## src/rtl/stock_keeper.sv

```systemverilog
// stock_keeper: stock counts, per-item sales audit and a 4-phase refill
// handshake with an external supplier on the supply side of vending_machine.
//
// Handshake (refill_req / refill_ack, 4-phase): refill_req rises in REQ with
// refill_item stable; the supplier raises refill_ack and the quantity on
// refill_qty is added on the first edge that samples ack high in REQ. The
// request then drops (REL), and the FSM waits for ack to fall before it may
// issue the next request. An ack seen outside REQ has no effect.
module stock_keeper #(
  parameter int CNT_W      = 2,
  parameter int INIT_STOCK = 3,
  parameter int LOW_MARK   = 1,
  parameter int SALES_W    = 8
) (
  input  logic               clk,
  input  logic               rst,
  input  logic               deliver_tea,
  input  logic               deliver_coffee,
  input  logic               change,
  input  logic               refill_ack,
  input  logic [CNT_W-1:0]   refill_qty,
  output logic [CNT_W-1:0]   tea_loaded,
  output logic [CNT_W-1:0]   coffee_loaded,
  output logic               tea_empty,
  output logic               coffee_empty,
  output logic               refill_req,
  output logic               refill_item,
  output logic [SALES_W-1:0] tea_sold,
  output logic [SALES_W-1:0] coffee_sold,
  output logic [SALES_W-1:0] change_count,
  output logic               underflow_err,
  output logic [1:0]         fsm_state
);

  localparam logic [1:0] ST_IDLE = 2'd0;
  localparam logic [1:0] ST_REQ  = 2'd1;
  localparam logic [1:0] ST_REL  = 2'd2;

  localparam logic [CNT_W-1:0] INIT_C = INIT_STOCK[CNT_W-1:0];
  localparam logic [CNT_W-1:0] LOW_C  = LOW_MARK[CNT_W-1:0];
  // MAX_STOCK widened by one bit so the refill sum can be clamped.
  localparam logic [CNT_W:0]   MAX_C  = {1'b0, {CNT_W{1'b1}}};

  logic [1:0] state;
  logic       tea_prev;
  logic       coffee_prev;
  logic       change_prev;

  logic       tea_ev;
  logic       coffee_ev;
  logic       change_ev;
  logic       ack_take;
  logic       tea_dec;
  logic       coffee_dec;
  logic [CNT_W-1:0] tea_next;
  logic [CNT_W-1:0] coffee_next;

  // Stock after an optional delivery and optional refill, computed one bit
  // wider than the count and clamped to MAX_STOCK. A delivery never drives
  // the sum negative because it only decrements a non-zero stock.
  function automatic logic [CNT_W-1:0] next_stock(
    input logic [CNT_W-1:0] cur,
    input logic             ev,
    input logic             add_en,
    input logic [CNT_W-1:0] qty
  );
    logic [CNT_W:0] sum;
    sum = {1'b0, cur};
    if (ev && (cur != '0)) sum = sum - {{CNT_W{1'b0}}, 1'b1};
    if (add_en) sum = sum + {1'b0, qty};
    if (sum > MAX_C) sum = MAX_C;
    return sum[CNT_W-1:0];
  endfunction

  // Rising-edge events and per-item stock updates for this cycle.
  always_comb begin
    tea_ev      = deliver_tea && !tea_prev;
    coffee_ev   = deliver_coffee && !coffee_prev;
    change_ev   = change && !change_prev;
    ack_take    = (state == ST_REQ) && refill_ack;
    tea_dec     = tea_ev && (tea_loaded != '0);
    coffee_dec  = coffee_ev && (coffee_loaded != '0);
    tea_next    = next_stock(tea_loaded, tea_ev, ack_take && refill_item, refill_qty);
    coffee_next = next_stock(coffee_loaded, coffee_ev, ack_take && !refill_item, refill_qty);
  end

  // Stock, audit counters, error flag and edge-detect history.
  always_ff @(posedge clk) begin
    if (rst) begin
      tea_prev      <= 1'b0;
      coffee_prev   <= 1'b0;
      change_prev   <= 1'b0;
      tea_loaded    <= INIT_C;
      coffee_loaded <= INIT_C;
      tea_sold      <= '0;
      coffee_sold   <= '0;
      change_count  <= '0;
      underflow_err <= 1'b0;
    end else begin
      tea_prev      <= deliver_tea;
      coffee_prev   <= deliver_coffee;
      change_prev   <= change;
      tea_loaded    <= tea_next;
      coffee_loaded <= coffee_next;
      if (tea_dec && (tea_sold != '1)) tea_sold <= tea_sold + SALES_W'(1);
      if (coffee_dec && (coffee_sold != '1)) coffee_sold <= coffee_sold + SALES_W'(1);
      if (change_ev && (change_count != '1)) change_count <= change_count + SALES_W'(1);
      if ((tea_ev && (tea_loaded == '0)) || (coffee_ev && (coffee_loaded == '0)))
        underflow_err <= 1'b1;
    end
  end

  // Refill handshake FSM; the low-water check uses the registered stock, so
  // a request appears one edge after the stock reaches the mark.
  always_ff @(posedge clk) begin
    if (rst) begin
      state       <= ST_IDLE;
      refill_item <= 1'b1;
    end else begin
      case (state)
        ST_IDLE: begin
          if (tea_loaded <= LOW_C) begin
            refill_item <= 1'b1;
            state       <= ST_REQ;
          end else if (coffee_loaded <= LOW_C) begin
            refill_item <= 1'b0;
            state       <= ST_REQ;
          end
        end
        ST_REQ:  if (refill_ack) state <= ST_REL;
        ST_REL:  if (!refill_ack) state <= ST_IDLE;
        default: state <= ST_IDLE;
      endcase
    end
  end

  assign refill_req   = (state == ST_REQ);
  assign tea_empty    = (tea_loaded == '0);
  assign coffee_empty = (coffee_loaded == '0);
  assign fsm_state    = state;

endmodule

```

## config.mk

```make
export PLATFORM = sky130hd
export DESIGN_NAME = stock_keeper
export DESIGN_NICKNAME = d
export VERILOG_FILES = /design/src/rtl/stock_keeper.sv
export SDC_FILE = /design/constraint.sdc
export NUM_CORES = 1
export LEC_CHECK = 0
export ABC_CLOCK_PERIOD_IN_PS = 3900
export CAP_MARGIN = 10
export CORE_AREA = 2 2 67 69
export DETAILED_ROUTE_END_ITERATION = 16
export DIE_AREA = 0 0 69 71
export PLACE_DENSITY_LB_ADDON = 0.2
export SLEW_MARGIN = 20
export SYNTH_ARGS = -nofsm -noshare
export SYNTH_HDL_FRONTEND = slang
export SYNTH_SLANG_ARGS = --single-unit
```

## constraint.sdc

```tcl
create_clock -name clk -period 3.9 [get_ports clk]
set_input_delay 0.585 -clock clk [delete_from_list [all_inputs] [get_ports clk]]
set_output_delay 0.585 -clock clk [all_outputs]
set_load 0.02 [all_outputs]
```

==> results of run 1 <==
[cells by family after synthesis]
kind of cell / share of synthesized area
flops: 0.364
compound gates: 0.134
buf+inv: 0.0351
simple gates: 0.268
mux: 0.0481
fa+ha+maj: 0.0923
xor+xnor: 0.0591
[cell usage after synthesis, types with 2 or more instances]
library cell               instances  share of area
sky130_fd_sc_hd__nor2_1           22          0.043
sky130_fd_sc_hd__dfxtp_1          35           0.36
sky130_fd_sc_hd__nor4_1            2         0.0065
sky130_fd_sc_hd__fa_1              2          0.021
sky130_fd_sc_hd__nand3b_1          2         0.0078
sky130_fd_sc_hd__clkbuf_1          4         0.0078
sky130_fd_sc_hd__xnor2_1           8          0.036
sky130_fd_sc_hd__and4bb_1          2          0.013
sky130_fd_sc_hd__and2_1            2         0.0065
sky130_fd_sc_hd__a22oi_1           4          0.016
sky130_fd_sc_hd__mux2i_1           7          0.036
sky130_fd_sc_hd__ha_1             11          0.071
sky130_fd_sc_hd__nor2b_1           6          0.019
sky130_fd_sc_hd__o21bai_1          2         0.0078
sky130_fd_sc_hd__o211ai_1          2         0.0078
sky130_fd_sc_hd__a21oi_1           7          0.018
sky130_fd_sc_hd__nor3b_1           2         0.0078
sky130_fd_sc_hd__nand2_1          12          0.023
sky130_fd_sc_hd__a31oi_1           3         0.0097
sky130_fd_sc_hd__xor2_1            5          0.023
sky130_fd_sc_hd__nand2b_1          2         0.0065
sky130_fd_sc_hd__nor3_1            3         0.0078
sky130_fd_sc_hd__nor3b_2           2          0.013
sky130_fd_sc_hd__and4_1            2         0.0091
sky130_fd_sc_hd__inv_1            14          0.027
sky130_fd_sc_hd__nand4_1           5          0.016
sky130_fd_sc_hd__nand3_1           4          0.010
sky130_fd_sc_hd__a211oi_1          3          0.012
sky130_fd_sc_hd__and3_1            3         0.0097
[state kept, by name, indices dropped and copies added (netlist names)]
register and count:
change_prev 1, tea_sold 8, tea_loaded 2, change_count 8
coffee_sold 8, coffee_loaded 2, coffee_prev 1, underflow_err 1
refill_item 1, fsm_state 2, tea_prev 1
[where the power goes]
part	internal [mW]	leakage [nW]	total, mW	switching [mW]
clock network	0.125	0.0422	0.251	0.126
logic	0.102	0.691	0.205	0.104
registers	0.380	0.285	0.410	0.0299
[stage by stage]
step | setup slack [ns] | cell area, sq um | power (mW) | hold slack [ns] | cells
2_1_floorplan | 1.34 | 1930 | 0.545 | 0.564 | 202
3_3_place_gp | 1.01 | 2400 | 0.622 | 0.501 | 293
3_5_place_dp | 0.918 | 2400 | 0.624 | 0.499 | 293
4_1_cts | 1.23 | 2480 | 0.881 | 0.509 | 301
5_1_grt | 1.07 | 2480 | 0.916 | 0.542 | 301
6_report | 1.24 | 2480 | 0.866 | 0.507 | 301
[area by class of cell]
class,instances,area [sq um],area share
Multi-Input combinational cell,149,1160,0.466
Sequential cell,35,701,0.282
Timing Repair Buffer,43,428,0.172
Clock buffer,7,76.3,0.0307
Tap cell,52,65.1,0.0262
Inverter,14,52.6,0.0211
Clock inverter,1,5.00,0.00201
[worst min-delay path: stages (launching register included)]
cell                      delay, ns
sky130_fd_sc_hd__dfxtp_1       0.34
sky130_fd_sc_hd__nand2_1       0.06
sky130_fd_sc_hd__a21oi_1       0.06
[per-layer routing]
metal / vias up / share of wire / track usage
met2: 28 / 0.47 / 0.266
met3: 5 / 0.038 / 0.0399
li1: 818 / - / -
met1: 711 / 0.48 / 0.197
met5: - / 0 / 0
met4: 0 / 0.014 / 0.0588
[final timing paths]
| path | slack (ns) | end | startpoint |
|---|---|---|---|
| hold reg to reg | 0.51 | tea_sold[1] | tea_sold[1] |
| setup reg to reg | 1.31 | coffee_loaded[0] | coffee_loaded[0] |
| setup / recovery | 1.24 | tea_loaded[1] | deliver_tea |
| hold / removal | 0.51 | tea_sold[1] | tea_sold[1] |
==> Implementation_results.wiki, run 1 <==
{| class="wikitable"
! Metric !! Value
|-
| Path category of the worst min-delay check || reg2reg
|-
| Critical Path Source Type || input port
|-
| Share of layout cells above drive strength 1 || 0.0763
|-
| Starting utilization of the core area || 0.458
|-
| Cts-stage hold buffer count || 0
|-
| Number of routed nets with antenna violations || 0
|-
| Initial antenna violation count || 0
|-
| RSZ-0062 raised after global routing || no
|-
| CTS clock-pin slew for the worst setup and hold paths || 0.07 ns
|-
| Width of the die || 69 um
|-
| Netlist area before placement || 1930 sq um
|-
| Wirelength per Cell || 12.6 um
|-
| Final Util || 0.591
|-
| Number of gates resized after CTS || 0
|-
| Power density over the cells || 349 nW/um^2
|-
| Peak Freq || 376 MHz
|-
| Maximum fanout encountered on the critical timing path || 7
|-
| Total number of nets in the final design || 269
|-
| Global route overflow || 0
|-
| Setup tns final || 0 ns
|-
| GR Util All Layers || 0.158
|-
| Critical path buffer and inverter count || 1
|-
| I/O pin cnt || 43
|-
| Vias || 1,562
|-
| Critical path data arrival time || 2.82 ns
|-
| Maximum number of pins on one net before global-route repair || 23
|-
| Post-Syn Area per Cell || 9.53 sq um
|-
| Rows || 24
|-
| Clock tree root buffer cell || sky130_fd_sc_hd__clkbuf_8
|-
| Top cell family by delay on the critical path || simple AND/OR/NAND/NOR gates
|-
| Core Area || 4200 sq um
|-
| Normalized max-slew margin || 0.443
|-
| Max-Cap Viols || 0
|-
| DRT Pass-1 Iters || 4
|-
| Run status || finished, final reports clean
|-
| Filler cell count in the final layout || 388
|-
| Clock period minus final worst setup slack || 2.66 ns
|-
| Leading cell type in the layout, fill and taps excluded || sky130_fd_sc_hd__clkdlybuf4s50_1
|-
| Global-route wire length before repair || 6350 um
|-
| Worst-Margin Slew || 0.833 ns
|-
| Portion of the clock cycle consumed by the worst path in the final layout || 0.682
|-
| Commonest cells after routing, fill and taps aside || 42 x sky130_fd_sc_hd__clkdlybuf4s50_1, 35 x sky130_fd_sc_hd__dfxtp_1, 22 x sky130_fd_sc_hd__nor2_1
|-
| Post-synthesis instance total || 202
|-
| Count of pins over their slew limit || 0
|-
| Detail Placement HPWL || 2820 um
|-
| Area Growth Syn to Fin || 29.0%
|-
| Syn nets || 223
|-
| Leakage power figure || 1.02 nW
|-
| Die height || 71 um
|-
| Flip-flop and latch count after synthesis || 35
|-
| Final WL || 3800 um
|-
| Worst hold path depth || 2
|-
| Maximum count of clock buffers along a single path || 2
|-
| Post-route DRC violation count || 0
|-
| Latest clock arrival within the worst-skew pair || 0.28 ns
|-
| Cts bufs inserted || 5
|-
| Distinct cells, synth || 53
|-
| Worst Path Required || 4.06 ns
|-
| CP max stage cell || sky130_fd_sc_hd__clkdlybuf4s50_1
|-
| Vias in the first global route || 1,418
|-
| CP endpoint kind || flop
|-
| CP peak stage delay || 0.55 ns
|-
| Sequential share of the synthesized area || 0.364
|-
| Final hold violation count || 0
|-
| Predominant post-synthesis flop cell || sky130_fd_sc_hd__dfxtp_1
|-
| Cell-by-cell listing of the critical path || clkdlybuf4s50_1 -> nor3b_2 -> mux2_2 -> fa_1 -> xnor2_1 -> nor4b_2 -> a22oi_1
|-
| Number of levels the H-tree was split into || 2
|-
| TritonCTS clock tree || yes
|-
| Fraction of registers with async set/reset || 0
|-
| Fin Clk Skew || 0.00659 ns
|-
| Number of diodes || 0
|-
| Number of cells on the critical path || 7
|-
| Count of flip-flops with a built-in enable after synthesis || 0
|-
| Count of warnings emitted by yosys || 0
|-
| Placer's final routability congestion estimate || 0.780
|-
| Postcts setup bufs || 0
|-
| Vias per cell || 5.19
|-
| Number of DRC violations after detailed-routing iteration 0 || 51
|-
| R2r worst-path depth || 11
|-
| Worst voltage drop across the vdd grid || 0.171 mV
|-
| Final setup violation count || 0
|-
| Category of the critical setup timing path || in2reg
|-
| Input/output buffers || 42
|-
| Area enclosed by the die boundary || 4900 sq um
|-
| # clock sinks || 35
|}
No activity file was read; power rests on OpenSTA's default activity.
==> run 2, diff against run 1 <==
--- a/config.mk
+++ b/config.mk
@@ -5,7 +5,7 @@
 export SDC_FILE = /design/constraint.sdc
 export NUM_CORES = 1
 export LEC_CHECK = 0
-export ABC_CLOCK_PERIOD_IN_PS = 3900
+export ABC_CLOCK_PERIOD_IN_PS = 2500
 export CAP_MARGIN = 10
 export CORE_AREA = 2 2 67 69
 export DETAILED_ROUTE_END_ITERATION = 16
==> constraint.sdc (replaced) <==
create_clock -name clk -period 2.5 [get_ports clk]
set_input_delay 0.375 -clock clk [delete_from_list [all_inputs] [get_ports clk]]
set_output_delay 0.375 -clock clk [all_outputs]
set_load 0.02 [all_outputs]
==> run 2 against run 1 <==
Effect of this change: hold slack got worse by 0.00091 ns; count of clock-buffer cells in the layout did not move; register-to-register slack got worse by 1.1 ns; die area did not move; largest power group unchanged; design area rose by 3.2%; clock power rose by 54%; sequential share of layout area fell by 0.77 points; global-route usage rose by 1.0 points; sequential power rose by 57%; cell count rose by 1.7%; non-clock buffer count rose by 5; critical path depth rose by 1.
==> Implementation_results.wiki, run 2 (synthesis gave the netlist of run 1 again) <==
{| class="wikitable"
! Metric !! Value
|-
| Run status || finished, final reports clean
|-
| Registers with the most flip-flops || change_count x8, coffee_sold x8, tea_sold x8
|-
| TritonCTS clock tree || yes
|-
| Vias per cell || 5.33 (+2.8%)
|-
| Vias in the first global route || 1,543 (+8.8%)
|-
| Number of levels the H-tree was split into || 2 (unchanged)
|-
| CP endpoint kind || flop
|-
| Final setup violation count || 0 (unchanged)
|-
| Detail Placement HPWL || 2950 um (+4.4%)
|-
| Wirelength per Cell || 12.7 um (+0.82%)
|-
| Area enclosed by the die boundary || 4900 sq um (unchanged)
|-
| Critical path data arrival time || 2.48 ns (-0.34 ns)
|-
| CP max stage cell || sky130_fd_sc_hd__fa_1
|-
| Max-Cap Viols || 0 (unchanged)
|-
| Final hold violation count || 0 (unchanged)
|-
| Final WL || 3900 um (+2.5%)
|-
| Count of pins over their slew limit || 0 (unchanged)
|-
| Core Area || 4200 sq um (unchanged)
|-
| Critical Path Source Type || flop
|-
| Post-route DRC violation count || 0 (unchanged)
|-
| Initial antenna violation count || 0 (unchanged)
|-
| Cell-by-cell listing of the critical path || inv_1 -> ha_4 -> nor3b_4 -> mux2_4 -> fa_1 -> xnor2_1 -> nor4b_2 -> a22oi_1
|-
| Global route overflow || 0 (unchanged)
|-
| Normalized max-slew margin || 0.556 (+0.113)
|-
| Final hold slack || 0.507 ns (-0.000914 ns)
|-
| CP peak stage delay || 0.40 ns (-0.15 ns)
|-
| I/O pin cnt || 43 (unchanged)
|-
| GR Util All Layers || 0.169 (+0.0102)
|-
| Clock period minus final worst setup slack || 2.33 ns
|-
| Latest clock arrival within the worst-skew pair || 0.28 ns (about the same)
|-
| # clock sinks || 35 (unchanged)
|-
| Cts-stage hold buffer count || 0 (unchanged)
|-
| CTS clock-pin slew for the worst setup and hold paths || 0.07 ns (about the same)
|-
| Peak Freq || 430 MHz
|-
| Postcts setup bufs || 0 (unchanged)
|-
| Maximum count of clock buffers along a single path || 2 (unchanged)
|-
| Worst Path Required || 2.65 ns (-1.41 ns)
|-
| Cts bufs inserted || 5 (unchanged)
|-
| Area Growth Syn to Fin || 33.1%
|-
| RSZ-0062 raised after global routing || no
|-
| Starting utilization of the core area || 0.458 (unchanged)
|-
| Vias || 1,632 (+4.5%)
|-
| DRT Pass-1 Iters || 4 (unchanged)
|-
| Commonest cells after routing, fill and taps aside || 42 x sky130_fd_sc_hd__clkdlybuf4s50_1, 33 x sky130_fd_sc_hd__dfxtp_1, 22 x sky130_fd_sc_hd__nor2_1
|-
| Number of DRC violations after detailed-routing iteration 0 || 66 (+29%)
|-
| Number of routed nets with antenna violations || 0 (unchanged)
|-
| Number of gates resized after CTS || 0 (unchanged)
|-
| Final Util || 0.610 (+0.0187)
|-
| Clock tree root buffer cell || sky130_fd_sc_hd__clkbuf_8
|-
| Share of layout cells above drive strength 1 || 0.118 (+0.0418)
|-
| Power density over the cells || 536 nW/um^2 (+54%)
|-
| Width of the die || 69 um (unchanged)
|-
| Maximum number of pins on one net before global-route repair || 18 (-22%)
|-
| Maximum fanout encountered on the critical timing path || 6 (-1)
|-
| Portion of the clock cycle consumed by the worst path in the final layout || 0.931
|-
| Number of diodes || 0 (unchanged)
|-
| Worst voltage drop across the vdd grid || 0.285 mV (+67%)
|-
| Leading cell type in the layout, fill and taps excluded || sky130_fd_sc_hd__clkdlybuf4s50_1
|-
| Die height || 71 um (unchanged)
|-
| Filler cell count in the final layout || 401 (+3.4%)
|-
| Worst-Margin Slew || 0.663 ns (-0.170 ns)
|-
| Leakage power figure || 1.04 nW (+2.3%)
|-
| Global-route wire length before repair || 6890 um (+8.6%)
|-
| Path category of the worst min-delay check || reg2reg
|-
| Fin Clk Skew || 0.00341 ns (-0.00318 ns)
|-
| Input/output buffers || 42 (unchanged)
|-
| Total number of nets in the final design || 274 (+1.9%)
|-
| Placer's final routability congestion estimate || 0.741 (-5.0%)
|-
| Category of the critical setup timing path || reg2reg
|-
| Rows || 24 (unchanged)
|}
[run 2: changes by cell type in the layout (fill, tap and decap cells not counted), moves of 2 or more]
cell / before / now
sky130_fd_sc_hd__dfxtp_2: 0 / 2
sky130_fd_sc_hd__nor3b_2: 2 / 0
sky130_fd_sc_hd__buf_4: 1 / 6
sky130_fd_sc_hd__dfxtp_1: 35 / 33
sky130_fd_sc_hd__nor3b_4: 0 / 2
[run 2: metal layers]
metal	GRT usage	vias up	wire (um)
met4	0.0523	0	38
met5	0	-	0
met1	0.220	772	1900
met3	0.0370	5	150
li1	-	827	-
met2	0.280	28	1810
[run 2: layout make-up]
cell class	instances	area (sq um)	share of cell area
multi-input combinational	149	1200	0.467
sequential	35	703	0.274
timing repair buffer	48	465	0.182
clock buffer	7	76.3	0.0298
tap	52	65.1	0.0254
inverter	14	52.6	0.0205
clock inverter	1	5.00	0.00195
[run 2: through the flow]
stage | cells | setup slack, ns | instance area, sq um | power (mW) | setup TNS (ns)
floorplan | 202 | 0.00436 | 1940 | 0.854 | 0
global placement | 298 | -0.0101 | 2450 | 0.987 | -0.0161
detailed placement | 298 | -0.0691 | 2450 | 0.990 | -0.240
CTS | 306 | 0.0806 | 2530 | 1.37 | 0
global route | 306 | 0.0156 | 2560 | 1.45 | 0
finish | 306 | 0.172 | 2560 | 1.38 | 0
[run 2: worst paths after layout]
check	from	endpoint	slack [ns]	depth (start not counted)
min	tea_sold[1]	tea_sold[1]	0.51	2
min reg2reg	tea_sold[1]	tea_sold[1]	0.51	2
max reg2reg	tea_loaded[0]	tea_loaded[0]	0.17	8
max	tea_loaded[0]	tea_loaded[0]	0.17	8
[run 2: report_power, final]
part | total [mW] | internal [mW] | switching (mW)
Combinational | 0.347 | 0.173 | 0.173
Sequential | 0.643 | 0.594 | 0.0489
Clock | 0.386 | 0.195 | 0.190
Total | 1.38 | 0.963 | 0.413
[run 2: worst max-delay path: cells and delay by family, from the launching register on]
family,cells,cell delay (ns)
DFF,1,0.36
and+or+nand+nor,2,0.55
muxes,1,0.34
adders and majority gates,2,0.59
xor gates and xnor gates,1,0.16
buffers and inverters,1,0.09
AOI/OAI and AO/OA,1,0.11
==> run 3, diff against run 2 <==
--- a/config.mk
+++ b/config.mk
@@ -6,7 +6,6 @@
 export NUM_CORES = 1
 export LEC_CHECK = 0
 export ABC_CLOCK_PERIOD_IN_PS = 2500
-export CAP_MARGIN = 10
 export CORE_AREA = 2 2 67 69
 export DETAILED_ROUTE_END_ITERATION = 16
 export DIE_AREA = 0 0 69 71
==> results of run 3 <==
No change in the layout: final DEF, timing and power equal those of run 2.
